File: src/rtl/spi_reg_ctrl_pkg.sv
// rtl/spi_reg_ctrl_pkg.sv - register data type and SPI frame-controller types
package regPKG;
    localparam int REG_DATA_W = 16;
    typedef logic [REG_DATA_W-1:0] reg_data_t;
endpackage

package spiPKG;
    localparam int ADDR_W     = 7;
    localparam int CMD_RW_BIT = 7;

    typedef enum logic [2:0] {
        IDLE,
        CMD,
        WR_HI,
        WR_LO,
        RD_FETCH,
        RD_HI,
        RD_LO
    } ctrl_state_t;

    // Command byte layout: rw occupies bit CMD_RW_BIT, address below it
    typedef struct packed {
        logic              rw;
        logic [ADDR_W-1:0] addr;
    } cmd_t;
endpackage

File: src/rtl/spi_reg_ctrl.sv
// rtl/spi_reg_ctrl.sv - SPI byte stream to register-file command controller
// Optional: SPI_REG_CTRL_AUTOINC_EN advances the address per register in bursts.
module spi_reg_ctrl #(
    parameter int ADDR_W   = 7,
    parameter int NUM_REGS = 64,
    parameter int DATA_W   = 16
) (
    input  logic              clk_in,
    input  logic              reset,
    input  logic              cs_active,
    input  logic              rx_valid,
    input  logic [7:0]        rx_byte,
    output logic [7:0]        tx_byte,
    output logic              tx_load,
    output logic [ADDR_W-1:0] reg_addr,
    output logic [DATA_W-1:0] reg_wdata,
    output logic              reg_we,
    output logic              reg_re,
    input  logic [DATA_W-1:0] reg_rdata,
    output logic              cmd_err,
    output logic              busy
);
    import spiPKG::*;
    import regPKG::*;

    ctrl_state_t       state;
    logic [ADDR_W-1:0] addr_q;
    logic [7:0]        wr_hi_q;
    reg_data_t         rdata_q;
    logic [1:0]        fetch_cnt;
    cmd_t              cmd_in;
    logic              addr_ok;
    reg_data_t         fetch_data;
    logic [ADDR_W-1:0] addr_next;

    assign cmd_in     = cmd_t'(rx_byte);
    assign addr_ok    = int'(addr_q) < NUM_REGS;
    assign fetch_data = addr_ok ? reg_data_t'(reg_rdata) : '0;
    assign busy       = (state != IDLE);

`ifdef SPI_REG_CTRL_AUTOINC_EN
    assign addr_next = addr_q + ADDR_W'(1);
`else
    assign addr_next = addr_q;
`endif

    always_ff @(posedge clk_in) begin
        if (reset) begin
            state     <= IDLE;
            addr_q    <= '0;
            wr_hi_q   <= '0;
            rdata_q   <= '0;
            fetch_cnt <= '0;
            tx_byte   <= '0;
            tx_load   <= 1'b0;
            reg_addr  <= '0;
            reg_wdata <= '0;
            reg_we    <= 1'b0;
            reg_re    <= 1'b0;
            cmd_err   <= 1'b0;
        end else begin
            tx_load <= 1'b0;
            reg_we  <= 1'b0;
            reg_re  <= 1'b0;
            cmd_err <= 1'b0;

            // Frame close beats any byte arriving on the same cycle
            if (state != IDLE && !cs_active) begin
                state     <= IDLE;
                fetch_cnt <= '0;
                cmd_err   <= (state == WR_LO);
            end else begin
                case (state)
                    IDLE: begin
                        if (cs_active) state <= CMD;
                    end
                    CMD: begin
                        if (rx_valid) begin
                            addr_q    <= ADDR_W'(cmd_in.addr);
                            fetch_cnt <= '0;
                            state     <= cmd_in.rw ? RD_FETCH : WR_HI;
                        end
                    end
                    WR_HI: begin
                        if (rx_valid) begin
                            wr_hi_q <= rx_byte;
                            state   <= WR_LO;
                        end
                    end
                    WR_LO: begin
                        if (rx_valid) begin
                            reg_addr  <= addr_q;
                            reg_wdata <= DATA_W'({wr_hi_q, rx_byte});
                            reg_we    <= addr_ok;
                            cmd_err   <= !addr_ok;
                            addr_q    <= addr_next;
                            state     <= WR_HI;
                        end
                    end
                    RD_FETCH: begin
                        // cnt 0: issue strobe, cnt 1: register file responds, cnt 2: capture
                        case (fetch_cnt)
                            2'd0: begin
                                reg_addr  <= addr_q;
                                reg_re    <= addr_ok;
                                fetch_cnt <= 2'd1;
                            end
                            2'd1: fetch_cnt <= 2'd2;
                            default: begin
                                rdata_q   <= fetch_data;
                                cmd_err   <= !addr_ok;
                                tx_byte   <= fetch_data[$bits(reg_data_t)-1 -: 8];
                                tx_load   <= 1'b1;
                                fetch_cnt <= '0;
                                state     <= RD_HI;
                            end
                        endcase
                    end
                    RD_HI: begin
                        if (rx_valid) begin
                            tx_byte <= rdata_q[7:0];
                            tx_load <= 1'b1;
                            state   <= RD_LO;
                        end
                    end
                    RD_LO: begin
                        if (rx_valid) begin
                            addr_q    <= addr_next;
                            fetch_cnt <= '0;
                            state     <= RD_FETCH;
                        end
                    end
                    default: state <= IDLE;
                endcase
            end
        end
    end
endmodule

File: config.mk
export PLATFORM = sky130hd
export DESIGN_NAME = spi_reg_ctrl
export DESIGN_NICKNAME = d
export VERILOG_FILES = /design/src/rtl/spi_reg_ctrl_pkg.sv /design/src/rtl/spi_reg_ctrl.sv
export SDC_FILE = /design/constraint.sdc
export NUM_CORES = 1
export LEC_CHECK = 0
export ABC_AREA = 0
export CAP_MARGIN = 10
export CORE_MARGIN = 4
export CORE_UTILIZATION = 45
export CTS_CLUSTER_DIAMETER = 150
export DETAILED_ROUTE_END_ITERATION = 10
export PLACE_DENSITY = 0.73
export RECOVER_POWER = 50
export SYNTH_ARGS = -nofsm -noshare
export SYNTH_HDL_FRONTEND = slang
export SYNTH_SLANG_ARGS = --single-unit
File: constraint.sdc
create_clock -name clk_in -period 3.3 [get_ports clk_in]
set_input_delay 0.66 -clock clk_in [delete_from_list [all_inputs] [get_ports clk_in]]
set_output_delay 0.66 -clock clk_in [all_outputs]
set_load 0.01 [all_outputs]
# Word level (Yosys, flattened, before mapping)

Cells that the tools add are included.

Memories kept: 0
Bits in read-only memories: 0
RAM bits: 0
Bits of input ports: 28
Register bits: 63
Output and inout bits: 36
Logic and storage cells: 83
Latch bits: 0

Equality and inequality tests: 16
Divide/modulo/power cells: 0
Multiplexer cells: 26
Bitwise logic cells: 6
Reduce and logical (&&, ||, !) cells: 22
$mul: 0
Magnitude comparators: 1
Shift-type cells: 0
$add $sub $neg: 0

Operators with widths:

| operator                                           | number |
|---|---|
| two-way mux 3 bit                                  | 8 |
| case mux 3 bit (7 select lines)                    | 1 |
| two-way mux 16 bit                                 | 1 |
| two-way mux 8 bit                                  | 2 |
| != test 2 bit (second input constant)              | 8 |
| case mux 8 bit (2 select lines)                    | 1 |
| two-way mux 7 bit                                  | 2 |
| case mux 7 bit (2 select lines)                    | 1 |
| AND reduction 3 bit                                | 4 |
| == test 3 bit (second input constant)              | 3 |
| case mux 2 bit (2 select lines)                    | 2 |
| AND reduction 4 bit                                | 2 |
| OR reduction 4 bit                                 | 2 |
| less-than comparator 7 bit (second input constant) | 1 |
| AND reduction 7 bit                                | 1 |
| == test 3 x 2 -> 1 bit (second input constant)     | 2 |
| inverter 1 bit                                     | 6 |
| nonzero test 2 bit                                 | 3 |
| OR reduction 2 bit                                 | 3 |
| two-way mux 1 bit                                  | 5 |
| case mux 1 bit (2 select lines)                    | 2 |
| == test 3 x 1 -> 1 bit (second input constant)     | 1 |
| zero test 3 bit                                    | 1 |
| nonzero test 3 bit                                 | 1 |
| other kinds (7)                                    | 8 |

# Depth between registers and ports, before layout

Word-level depth: 5
Depth in mapped cells: 7
Mapped depth without buffers: 4

# Worst setup path before layout

No wires, ideal clock.

Path type: input to register
Start point: input port rx_valid
End point: register reg_addr[0]
Data required time: 3.168 ns
Cell stages on the path: 5
Data arrival time: 1.581 ns
Setup slack: 1.587 ns
Buffers on the path: 1
Cells stage by stage: buf_4 > nand2b_1 > o21ai_0 > a32oi_4 > mux2i_1

Longest elaborated chain between the ends: 2

Ends and longest elaborated chain:

| item                          | RTL line            | RTL |
|---|---|---|
| from (decl)                   | spi_reg_ctrl.sv:11  | `input logic rx_valid,` |
| != test 2 bit (no line)       | n/a                 |  |
| AND reduction 4 bit (no line) | n/a                 |  |
| to (signal assigned)          | spi_reg_ctrl.sv:92  | `reg_addr <= addr_q;` |
| to (signal assigned)          | spi_reg_ctrl.sv:104 | `reg_addr <= addr_q;` |
| to (decl)                     | spi_reg_ctrl.sv:15  | `output logic [ADDR_W-1:0] reg_addr,` |

Every way passes these cells.
A chain may end at the register's enable or synchronous reset.

# Final worst setup path

Start point: register state[1]
End point: output port busy

Longest elaborated chain between the ends: 1

Ends and longest elaborated chain:

| item                   | RTL line           | RTL |
|---|---|---|
| from (decl)            | spi_reg_ctrl.sv:26 | `ctrl_state_t state;` |
| from (signal assigned) | spi_reg_ctrl.sv:81 | `state <= cmd_in.rw ? RD_FETCH : WR_HI;` |
| nonzero test 3 bit     | spi_reg_ctrl.sv:39 | `assign busy = (state != IDLE);` |
| to (decl)              | spi_reg_ctrl.sv:21 | `output logic busy` |

Every way passes these cells.

==> impl_metrics.xml <==
<?xml version="1.0" encoding="UTF-8"?>
<metrics>
  <group name="run_status">
    <metric name="status" unit="">completed</metric>
  </group>
  <group name="timing">
    <metric name="worst_pin_slew" unit="ps">612</metric>
    <metric name="fin_skew" unit="ps">5.01</metric>
    <metric name="timing.final.max_slew_violations" unit="">0</metric>
    <metric name="max_slew_margin" unit="">0.592</metric>
    <metric name="max_clock_freq" unit="GHz">0.401</metric>
    <metric name="grt_setup_unrepaired" unit="">no</metric>
    <metric name="number_of_failing_hold_endpoints_at_the_final_stage" unit="">0</metric>
    <metric name="layout_min_cycle_time" unit="ps">2490</metric>
    <metric name="setup_tns" unit="ps">0</metric>
    <metric name="setup_viol" unit="">0</metric>
    <metric name="min_period_over_period" unit="">0.756</metric>
  </group>
  <group name="worst_setup_path">
    <metric name="critical_path.max_fanout" unit="">18</metric>
    <metric name="worstSetupStartpointType" unit="">flip-flop</metric>
    <metric name="worst-setup-path-type" unit="">reg -&gt; out</metric>
    <metric name="endpoint_kind" unit="">output pin</metric>
    <metric name="regToRegEndpoint" unit="">wr_hi_q[3]$_SDFFE_PP0P_</metric>
    <metric name="timing.rr.start" unit="">state[1]$_SDFFE_PP0P_</metric>
    <metric name="critPathRequiredTime" unit="ps">2640</metric>
    <metric name="cp_data_arrival_time" unit="ps">1830</metric>
    <metric name="ff2ff_setup_slack" unit="ps">1450</metric>
    <metric name="timing.reg2reg.worst_path_depth" unit="">3</metric>
  </group>
  <group name="floorplan">
    <metric name="ioPinCount" unit="">64</metric>
    <metric name="start_util" unit="">0.477</metric>
    <metric name="die_w" unit="um">85.3</metric>
    <metric name="die_height" unit="um">85.3</metric>
    <metric name="std_cell_rows" unit="">27</metric>
    <metric name="die_footprint" unit="um2">7280</metric>
    <metric name="fp.coreArea" unit="um2">5640</metric>
  </group>
  <group name="routing">
    <metric name="routed_wire_length_per_instance" unit="um">14.2</metric>
    <metric name="drc" unit="">0</metric>
    <metric name="detail_route.wirelength" unit="um">6060</metric>
    <metric name="dr_total_vias" unit="">2247</metric>
    <metric name="postRouteAntennaNets" unit="">0</metric>
    <metric name="vias_per_cell" unit="">5.27</metric>
    <metric name="firstDrtPassIters" unit="">4</metric>
    <metric name="detailedRoute.firstIterationViolations" unit="">150</metric>
  </group>
  <group name="hold_path">
    <metric name="worst_hold_path.endpoint" unit="">reg_wdata[12]$_SDFFE_PP0P_</metric>
    <metric name="min_path_type" unit="">reg -&gt; reg</metric>
    <metric name="worst_hold_startpoint" unit="">reg_wdata[12]$_SDFFE_PP0P_</metric>
    <metric name="whs_path_depth" unit="">2</metric>
  </group>
  <group name="place">
    <metric name="placement.cell_area" unit="um2">3300</metric>
    <metric name="dp.cells" unit="">411</metric>
    <metric name="io_buffer_count" unit="">63</metric>
    <metric name="dp_hpwl" unit="um">4140</metric>
    <metric name="place.gp.congestion" unit="">0.814</metric>
  </group>
  <group name="power_and_ir_drop">
    <metric name="vdd_drop_max" unit="mV">0.332</metric>
    <metric name="power.leakage" unit="nW">1.33</metric>
    <metric name="p_per_area" unit="nW/um2">445</metric>
    <metric name="p_total" unit="mW">1.55</metric>
  </group>
  <group name="cts">
    <metric name="cts_tree" unit="">done</metric>
    <metric name="clock_tree.buffer_depth" unit="">2</metric>
    <metric name="cts-hold-fix-buffers" unit="">0</metric>
    <metric name="clock_latency" unit="ps">320</metric>
    <metric name="cts_repair_resize_count" unit="">0</metric>
    <metric name="tritoncts.num_buffers" unit="">9</metric>
    <metric name="cts.sinks" unit="">63</metric>
    <metric name="htreeDepth" unit="">3</metric>
    <metric name="cts.repair_timing.setup_buffer_count" unit="">0</metric>
    <metric name="cts_root_buffer" unit="">sky130_fd_sc_hd__clkbuf_8</metric>
    <metric name="clock_edge_transition_at_the_registers_on_the_reported_setup_and_hold_paths" unit="ps">70</metric>
  </group>
  <group name="job">
    <metric name="maxCapViolations" unit="">0</metric>
  </group>
  <group name="grt">
    <metric name="gr-total-overflow" unit="">0</metric>
    <metric name="antenna_found_initial" unit="">0</metric>
    <metric name="vias_in_the_first_global_route" unit="">2097</metric>
    <metric name="grt_first_pass_wirelength" unit="um">10100</metric>
    <metric name="grt.total_usage" unit="">0.174</metric>
    <metric name="grt_start_max_net_pins" unit="">41</metric>
  </group>
  <group name="synth">
    <metric name="synth-simple-area-share" unit="">0.257</metric>
    <metric name="seq_area_frac_synth" unit="">0.469</metric>
    <metric name="synth-async-reset-ratio" unit="">0</metric>
    <metric name="synth.mux.area_fraction" unit="">0.0874</metric>
    <metric name="synth_top_family_by_area" unit="">simple AND/OR/NAND/NOR gates</metric>
    <metric name="synthTopCellsByCount" unit="">sky130_fd_sc_hd__dfxtp_1 (63), sky130_fd_sc_hd__nand2_1 (46), sky130_fd_sc_hd__nor2_1 (31)</metric>
    <metric name="most_used_flip_flop_cell_after_synthesis" unit="">sky130_fd_sc_hd__dfxtp_1</metric>
    <metric name="synth_adder_area_share" unit="">0</metric>
    <metric name="syn_nets" unit="">325</metric>
    <metric name="netlist.top_cell.by_area" unit="">sky130_fd_sc_hd__dfxtp_1</metric>
    <metric name="post_synthesis_average_cell_area" unit="um2">9.06</metric>
    <metric name="synth_enable_flop_cells" unit="">0</metric>
    <metric name="synth_compound_area_frac" unit="">0.135</metric>
    <metric name="synth_top_cell_area_share" unit="">0.469</metric>
    <metric name="synthXorXnorAreaFrac" unit="">0</metric>
    <metric name="ys_top_cells_by_area" unit="">sky130_fd_sc_hd__dfxtp_1 (47%), sky130_fd_sc_hd__mux2i_1 (8.2%), sky130_fd_sc_hd__nand2_1 (6.4%)</metric>
    <metric name="synth_most_common_cell" unit="">sky130_fd_sc_hd__dfxtp_1</metric>
    <metric name="syn_inst" unit="">297</metric>
    <metric name="yosys_warnings" unit="">0</metric>
    <metric name="ys_ff_latch" unit="">63</metric>
    <metric name="mappedNetlistArea" unit="um2">2690</metric>
    <metric name="ys_types" unit="">38</metric>
  </group>
  <group name="layout">
    <metric name="syn_to_final_growth" unit="%">29.8</metric>
    <metric name="nNetsFinal" unit="">378</metric>
    <metric name="layout.cells.non_filler" unit="">426</metric>
    <metric name="final_area" unit="um2">3490</metric>
    <metric name="layout-drive-gt1-share" unit="">0.0791</metric>
    <metric name="antennaDiodeCount" unit="">0</metric>
    <metric name="share_of_the_core_filled_with_cells_in_the_final_layout" unit="">0.619</metric>
  </group>
</metrics>
[power breakdown]
| part | leakage (nW) | switching [mW] | internal, mW | total, mW |
|---|---|---|---|---|
| Combinational | 0.713 | 0.0555 | 0.0571 | 0.113 |
| Clock | 0.105 | 0.285 | 0.382 | 0.667 |
| Sequential | 0.508 | 0.00827 | 0.766 | 0.774 |
[registers in the layout, summed over array words and instances (netlist names)]
signal and cells:
reg_wdata 16, wr_hi_q 8, tx_byte 8, reg_re 1, cmd_err 1, fetch_cnt 2, addr_next 7, reg_addr 7
tx_load 1, rdata_q 8, reg_we 1, state 3
[metrics by stage]
step           hold WS [ps]  setup WS (ps)
2_1_floorplan           432           1590
3_3_place_gp            440            926
6_report                453            806
5_1_grt                 467            731
4_1_cts                 456            779
3_5_place_dp            445            849
[worst max-delay path, stage by stage (launching register included)]
cell and delay [ps]:
sky130_fd_sc_hd__dfxtp_1 710, sky130_fd_sc_hd__or3_4 270, sky130_fd_sc_hd__clkdlybuf4s50_1 540
[cells in the final DEF, fill, tap and decap left out, types with 2 or more instances in the layout]
cell type / instances
sky130_fd_sc_hd__a211oi_1: 2
sky130_fd_sc_hd__a21o_1: 2
sky130_fd_sc_hd__a21oi_1: 27
sky130_fd_sc_hd__a22o_1: 2
sky130_fd_sc_hd__a22oi_1: 2
sky130_fd_sc_hd__a311oi_1: 5
sky130_fd_sc_hd__a311oi_2: 3
sky130_fd_sc_hd__a31oi_1: 2
sky130_fd_sc_hd__buf_4: 4
sky130_fd_sc_hd__clkbuf_8: 11
sky130_fd_sc_hd__clkdlybuf4s50_1: 25
sky130_fd_sc_hd__clkinv_2: 3
sky130_fd_sc_hd__dfxtp_1: 63
sky130_fd_sc_hd__dlygate4sd3_1: 37
sky130_fd_sc_hd__mux2i_1: 22
sky130_fd_sc_hd__nand2_1: 46
sky130_fd_sc_hd__nand2b_1: 16
sky130_fd_sc_hd__nand3_1: 9
sky130_fd_sc_hd__nand3b_1: 17
sky130_fd_sc_hd__nand4_1: 3
sky130_fd_sc_hd__nor2_1: 31
sky130_fd_sc_hd__nor3_1: 4
sky130_fd_sc_hd__o21bai_1: 2
[layout make-up]
cell class                      instances  area (um2)
Timing Repair Buffer                   67         656
Sequential cell                        63        1260
Clock buffer                           11         151
Multi-Input combinational cell        208        1280
Inverter                                1        3.75
Clock inverter                          4        45.0
Tap cell                               72        90.1
Fill cell                             491        2150
[worst max-delay path by stage]
| stage | cells past startpoint | start | slack (ps) | endpoint |
|---|---|---|---|---|
| after floorplan | 5 | rx_valid | 1590 | reg_addr[0]$_SDFFE_PP0P_ |
| after global placement | 5 | rx_valid | 930 | reg_addr[4]$_SDFFE_PP0P_ |
| after detailed placement | 5 | rx_valid | 850 | reg_addr[5]$_SDFFE_PP0P_ |
| after CTS | 2 | state[1]$_SDFFE_PP0P_ | 780 | busy |
| after global routing | 2 | state[1]$_SDFFE_PP0P_ | 730 | busy |
| final | 2 | state[1]$_SDFFE_PP0P_ | 810 | busy |
[routing by layer]
layer,vias to the layer above,GRT usage,part of all wire
li1,1132,-,-
met1,1043,0.224,0.46
met2,64,0.275,0.47
met3,8,0.0563,0.063
met4,0,0.0590,0.0084
met5,-,0,0
[cells by family after synthesis]
group                  count (synthesis)
flip-flops                            63
AND/OR/NAND/NOR                      134
buffers and inverters                 26
AO/OA/AOI/OAI                         51
multiplexers                          23
Note: power is estimated with default switching activity, not from simulation.
==> RTL edit 1 (same settings) <==
Change the parameter `DATA_W` from 16 to 14.
--- a/src/rtl/spi_reg_ctrl.sv
+++ b/src/rtl/spi_reg_ctrl.sv
@@ -3,7 +3,7 @@
 module spi_reg_ctrl #(
     parameter int ADDR_W   = 7,
     parameter int NUM_REGS = 64,
-    parameter int DATA_W   = 16
+    parameter int DATA_W   = 14
 ) (
     input  logic              clk_in,
     input  logic              reset,
Ports: changed (resized reg_rdata and reg_wdata); port bits go from 64 to 60. No check against the original RTL was run, so the function may have changed too.
==> RTL edit 1 against the unedited design <==
  * Setup slack lost 11 ps
  * Critical path type unchanged
  * Non-clock buffer count shrank 6
  * Sequential share of layout area shrank 0.32 points
  * Die area shrank 5.2%
  * Clock skew grew 1.6 ps
  * First-iteration DRC count shrank 19%
  * Combinational power grew 6%
  * Critical path depth grew 1
  * Count of clock-buffer cells in the layout grew 2
  * Routed wire length shrank 15%
  * Total power shrank 7.0%
  * Area after synthesis shrank 5.8%
  * Cell area shrank 5.5%
  * Sequential cell count shrank 4
==> RTL edit 1: results (changes against the unedited design) <==
stage,metric,value,unit,change
status,outcome,"complete, no violations",,
global_routing,grt_overflow,0,,unchanged
global_routing,antenna_found_initial,0,,unchanged
logic_synthesis,yosysWarnings,0,,unchanged
global_routing,gr-usage-all-layers,15.89,%,-1.5 points
logic_synthesis,seq_area_frac_synth,46.59,%,-0.29 points
global_routing,grt_pass1_wl,8963,um,-11%
final_layout,top_regs,"reg_wdata x14, rdata_q x8, tx_byte x8",,
clocking,post_cts_resized,0,,unchanged
routing,vias_per_cell,5.013,,-5.0%
logic_synthesis,ys_types,37,,-2.6%
routing,drtIter0Drc,122,,-19%
worst_setup_path,cp_max_fo,14,,-4
final_layout,drive_above_1_share,8.978,%,+1.1 points
worst_setup_path,arrival,1840,ps,
placed_design,placed_cell_area,0.003119,mm2,-5.5%
min_path,hold_path_class,flop to flop,,
power,peakVddDrop,324.1,uV,-2.4%
worst_setup_path,crit_type,flop to primary output,,
logic_synthesis,synthTopCellsByArea,"dfxtp_1 (47%), mux2i_1 (16%), nor2_1 (6.1%), nand2b_1 (3.9%), nand3b_1 (3.0%)",,
min_path,hp-start,rdata_q[3],,
routing,totalWireLength,5160,um,-15%
worst_setup_path,cpPeakStageDelay,760,ps,+50 ps
global_routing,grt_max_degree,43,,+4.9%
placed_design,place_congestion,0.8109,,-0.37%
placed_design,hpwl,3632,um,-12%
worst_setup_path,r2r-start,state[0],,
clocking,clock_latency,330,ps,
logic_synthesis,synth_common_cells,"dfxtp_1 (59), mux2i_1 (41), nor2_1 (41)",,
power,leakagePower,1.235,nW,-6.9%
final_layout,nNetsFinal,345,,-8.7%
logic_synthesis,synthesis.nets,291,,-10%
timing,worst_pin_slew,686.7,ps,+74.31 ps
placed_design,port_buffers,59,,-6.3%
routing,dr.pass1.iters,4,,unchanged
timing,worst_clock_skew,6.654,ps,+1.643 ps
worst_setup_path,crit_family,flip-flops,,
final_layout,antenna_cells,0,,unchanged
power,p_int,1.110,mW,-7.8%
logic_synthesis,synthArstFlopShare,0,%,unchanged
global_routing,grt_pass1_vias,1893,,-9.7%
timing,final-setup-viol-count,0,,unchanged
-- RTL edit 1: path summary, 6_finish.rpt --
check	to	slack, ps
worst min register to register	rdata_q[3]	450
worst max-delay path	busy	800
worst max register to register	reg_addr[5]	1430
worst min-delay path	rdata_q[3]	450
-- RTL edit 1: final cells by class --
cell class / count / area (um2)
well taps: 72 / 90.09
fillers: 511 / 2175
inverters: 4 / 15.01
multi-input cells: 184 / 1232
repair buffers: 61 / 600.6
clock inverters: 2 / 10.01
clock buffers: 13 / 168.9
flip-flops and latches: 59 / 1181
-- RTL edit 1: per-stage QoR --
step	hold WS, ps	util (%)	instances	setup WS, ps
6_report	453.7	60.27	395	795.4
5_1_grt	477.9	60.27	395	693.6
4_1_cts	455.8	60.27	395	763.7
3_5_place_dp	447.3	57.00	380	795.0
3_3_place_gp	439.3	57.00	380	833.5
2_1_floorplan	431.2	-	265	1419
-- RTL edit 1: metal layers --
| layer | vias up | global-route usage (%) | wire length [um] |
|---|---|---|---|
| met5 | - | 0 | 0 |
| met4 | 0 | 3.566 | 48 |
| met3 | 6 | 7.738 | 337 |
| met2 | 55 | 25.51 | 2448 |
| met1 | 910 | 19.20 | 2326 |
| li1 | 1009 | - | - |
-- RTL edit 1: worst reg2reg max path: stages (launching register included) --
cell,delay [ps]
dfxtp_1,760
nand3_2,200
a221oi_4,590
mux2i_1,250
-- RTL edit 1: cells by family (layout without fill, tap and decap cells) --
group,after synthesis,count (layout),synth area share [%]
simple gates,110,110,22.95
flops,59,59,46.59
mux,42,42,16.63
buf+inv,22,80,4.788
compound gates,32,32,9.033
-- RTL edit 1: power by group through the flow --
stage | clock [mW] | combinational, mW | sequential [mW]
after floorplan | 0 | 0.0830 | 0.743
after CTS | 0.616 | 0.122 | 0.737
after global routing | 0.640 | 0.132 | 0.739
after global placement | 0 | 0.120 | 0.753
final | 0.588 | 0.120 | 0.738
after detailed placement | 0 | 0.121 | 0.753
==> RTL edit 2 (config.mk and constraints unchanged) <==
Made on the original files. Re-encode `ctrl_state_t` (7 states) as one-hot, 7 bits wide.
--- a/src/rtl/spi_reg_ctrl_pkg.sv
+++ b/src/rtl/spi_reg_ctrl_pkg.sv
@@ -8,14 +8,14 @@
     localparam int ADDR_W     = 7;
     localparam int CMD_RW_BIT = 7;
 
-    typedef enum logic [2:0] {
-        IDLE,
-        CMD,
-        WR_HI,
-        WR_LO,
-        RD_FETCH,
-        RD_HI,
-        RD_LO
+    typedef enum logic [6:0] {
+        IDLE     = 7'b0000001,
+        CMD      = 7'b0000010,
+        WR_HI    = 7'b0000100,
+        WR_LO    = 7'b0001000,
+        RD_FETCH = 7'b0010000,
+        RD_HI    = 7'b0100000,
+        RD_LO    = 7'b1000000
     } ctrl_state_t;
 
     // Command byte layout: rw occupies bit CMD_RW_BIT, address below it
Function: no difference found for any inputs over 4 cycles, from zero or initial values and one cycle with reset high; so few cycles prove little.
==> RTL edit 2 against the unedited design <==
  * Critical path depth increased by 2
  * Register-to-register slack got worse by 450 ps
  * Largest cell class is now registers
  * Area after synthesis increased by 3.6%
  * Total power increased by 6.4%
  * Die area increased by 3.2%
  * Cell area increased by 3.4%
  * Routed wire length increased by 6.5%
  * Setup slack got worse by 200 ps
  * Combinational power increased by 21%
  * Hold slack improved by 11 ps
  * First-iteration DRC count decreased by 13%
  * Sequential cell count increased by 4
==> RTL edit 2: results (changes against the unedited design) <==
stage,metric,value,unit,change
logic_synthesis,synthesis.nets,326,,+0.31%
power,p_clk_share,41.7,%,-1.2 points
placed_design,place_congestion,0.8978,,+10%
power,swShare,23.12,%,+0.69 points
timing,worst_clock_skew,9.646,ps,+4.635 ps
placed_design,dp_cells,415,,+0.97%
worst_setup_path,cp_max_fo,8,,-10
worst_setup_path,r2r-start,state[4],,
final_layout,nNetsFinal,379,,+0.26%
worst_setup_path,arrival,2030,ps,+200 ps
global_routing,grt_pass1_wl,10490,um,+3.8%
logic_synthesis,synthTopCellsByArea,"dfxtp_1 (48%), mux2i_1 (15%), nor2_1 (7.7%), a21oi_1 (3.2%), nand3b_1 (3.0%)",,
global_routing,grt_max_degree,56,,+37%
power,leakagePower,1.548,nW,+17%
global_routing,gr-usage-all-layers,17.88,%,+0.48 points
logic_synthesis,ys_types,43,,+13%
logic_synthesis,synth_common_cells,"dfxtp_1 (67), nor2_1 (57), mux2i_1 (41)",,
logic_synthesis,syn-instance-count,298,,+0.34%
routing,totalWireLength,6450,um,+6.5%
logic_synthesis,seq_area_frac_synth,48.14,%,+1.3 points
global_routing,grt_pass1_vias,2159,,+3.0%
power,seqPwrFrac,50.0,%,+0.2 points
worst_setup_path,cp_slowest_cell,clkdlybuf4s50_1,,
routing,dr_total_vias,2289,,+1.9%
status,outcome,"complete, no violations",,
placed_design,pre_cts_slack,793.2,ps,-55.62 ps
final_layout,drive_above_1_share,6.742,%,-1.2 points
-- RTL edit 2: cells by family after synthesis --
family                 after synthesis  share of synthesized area, %
AO/OA/AOI/OAI                       46                         11.27
flip-flops                          67                         48.14
XOR/XNOR                             1                        0.3144
AND/OR/NAND/NOR                    115                         21.02
multiplexers                        41                         14.73
buffers and inverters               28                         4.535
-- RTL edit 2: worst max-delay path, delay by kind of cell, from the launching register on --
kind / cells / cell delay, ps
flip-flops: 1 / 390
buffers and inverters: 2 / 520
AND/OR/NAND/NOR: 2 / 770
-- RTL edit 2: stage by stage --
step	hold slack, ps	power (mW)
2_1_floorplan	432.3	0.9258
5_1_grt	485.9	1.724
3_3_place_gp	441.7	0.9823
6_report	463.4	1.652
3_5_place_dp	448.6	0.9823
4_1_cts	459.4	1.671
-- RTL edit 2: path summary, 6_finish.rpt --
check / endpoint / slack [ps] / cells past startpoint
setup / recovery: busy / 610 / 4
hold / removal: rdata_q[1] / 460 / 2
setup reg to reg: state[4] / 1000 / 4
hold reg to reg: rdata_q[1] / 460 / 2
-- RTL edit 2: metal layers --
layer | GRT usage (%) | wire [um]
met5 | 0 | 0
met4 | 8.357 | 108
met3 | 5.989 | 517
met2 | 28.09 | 2925
met1 | 22.08 | 2900
-- RTL edit 2: final cells by class --
class                   count  area, um2
repair buffers             65      640.6
clock buffers              12      155.1
flip-flops and latches     67       1341
well taps                  75      93.84
fillers                   547       2346
multi-input cells         203       1311
inverters                   5      18.77
clock inverters             4      48.80
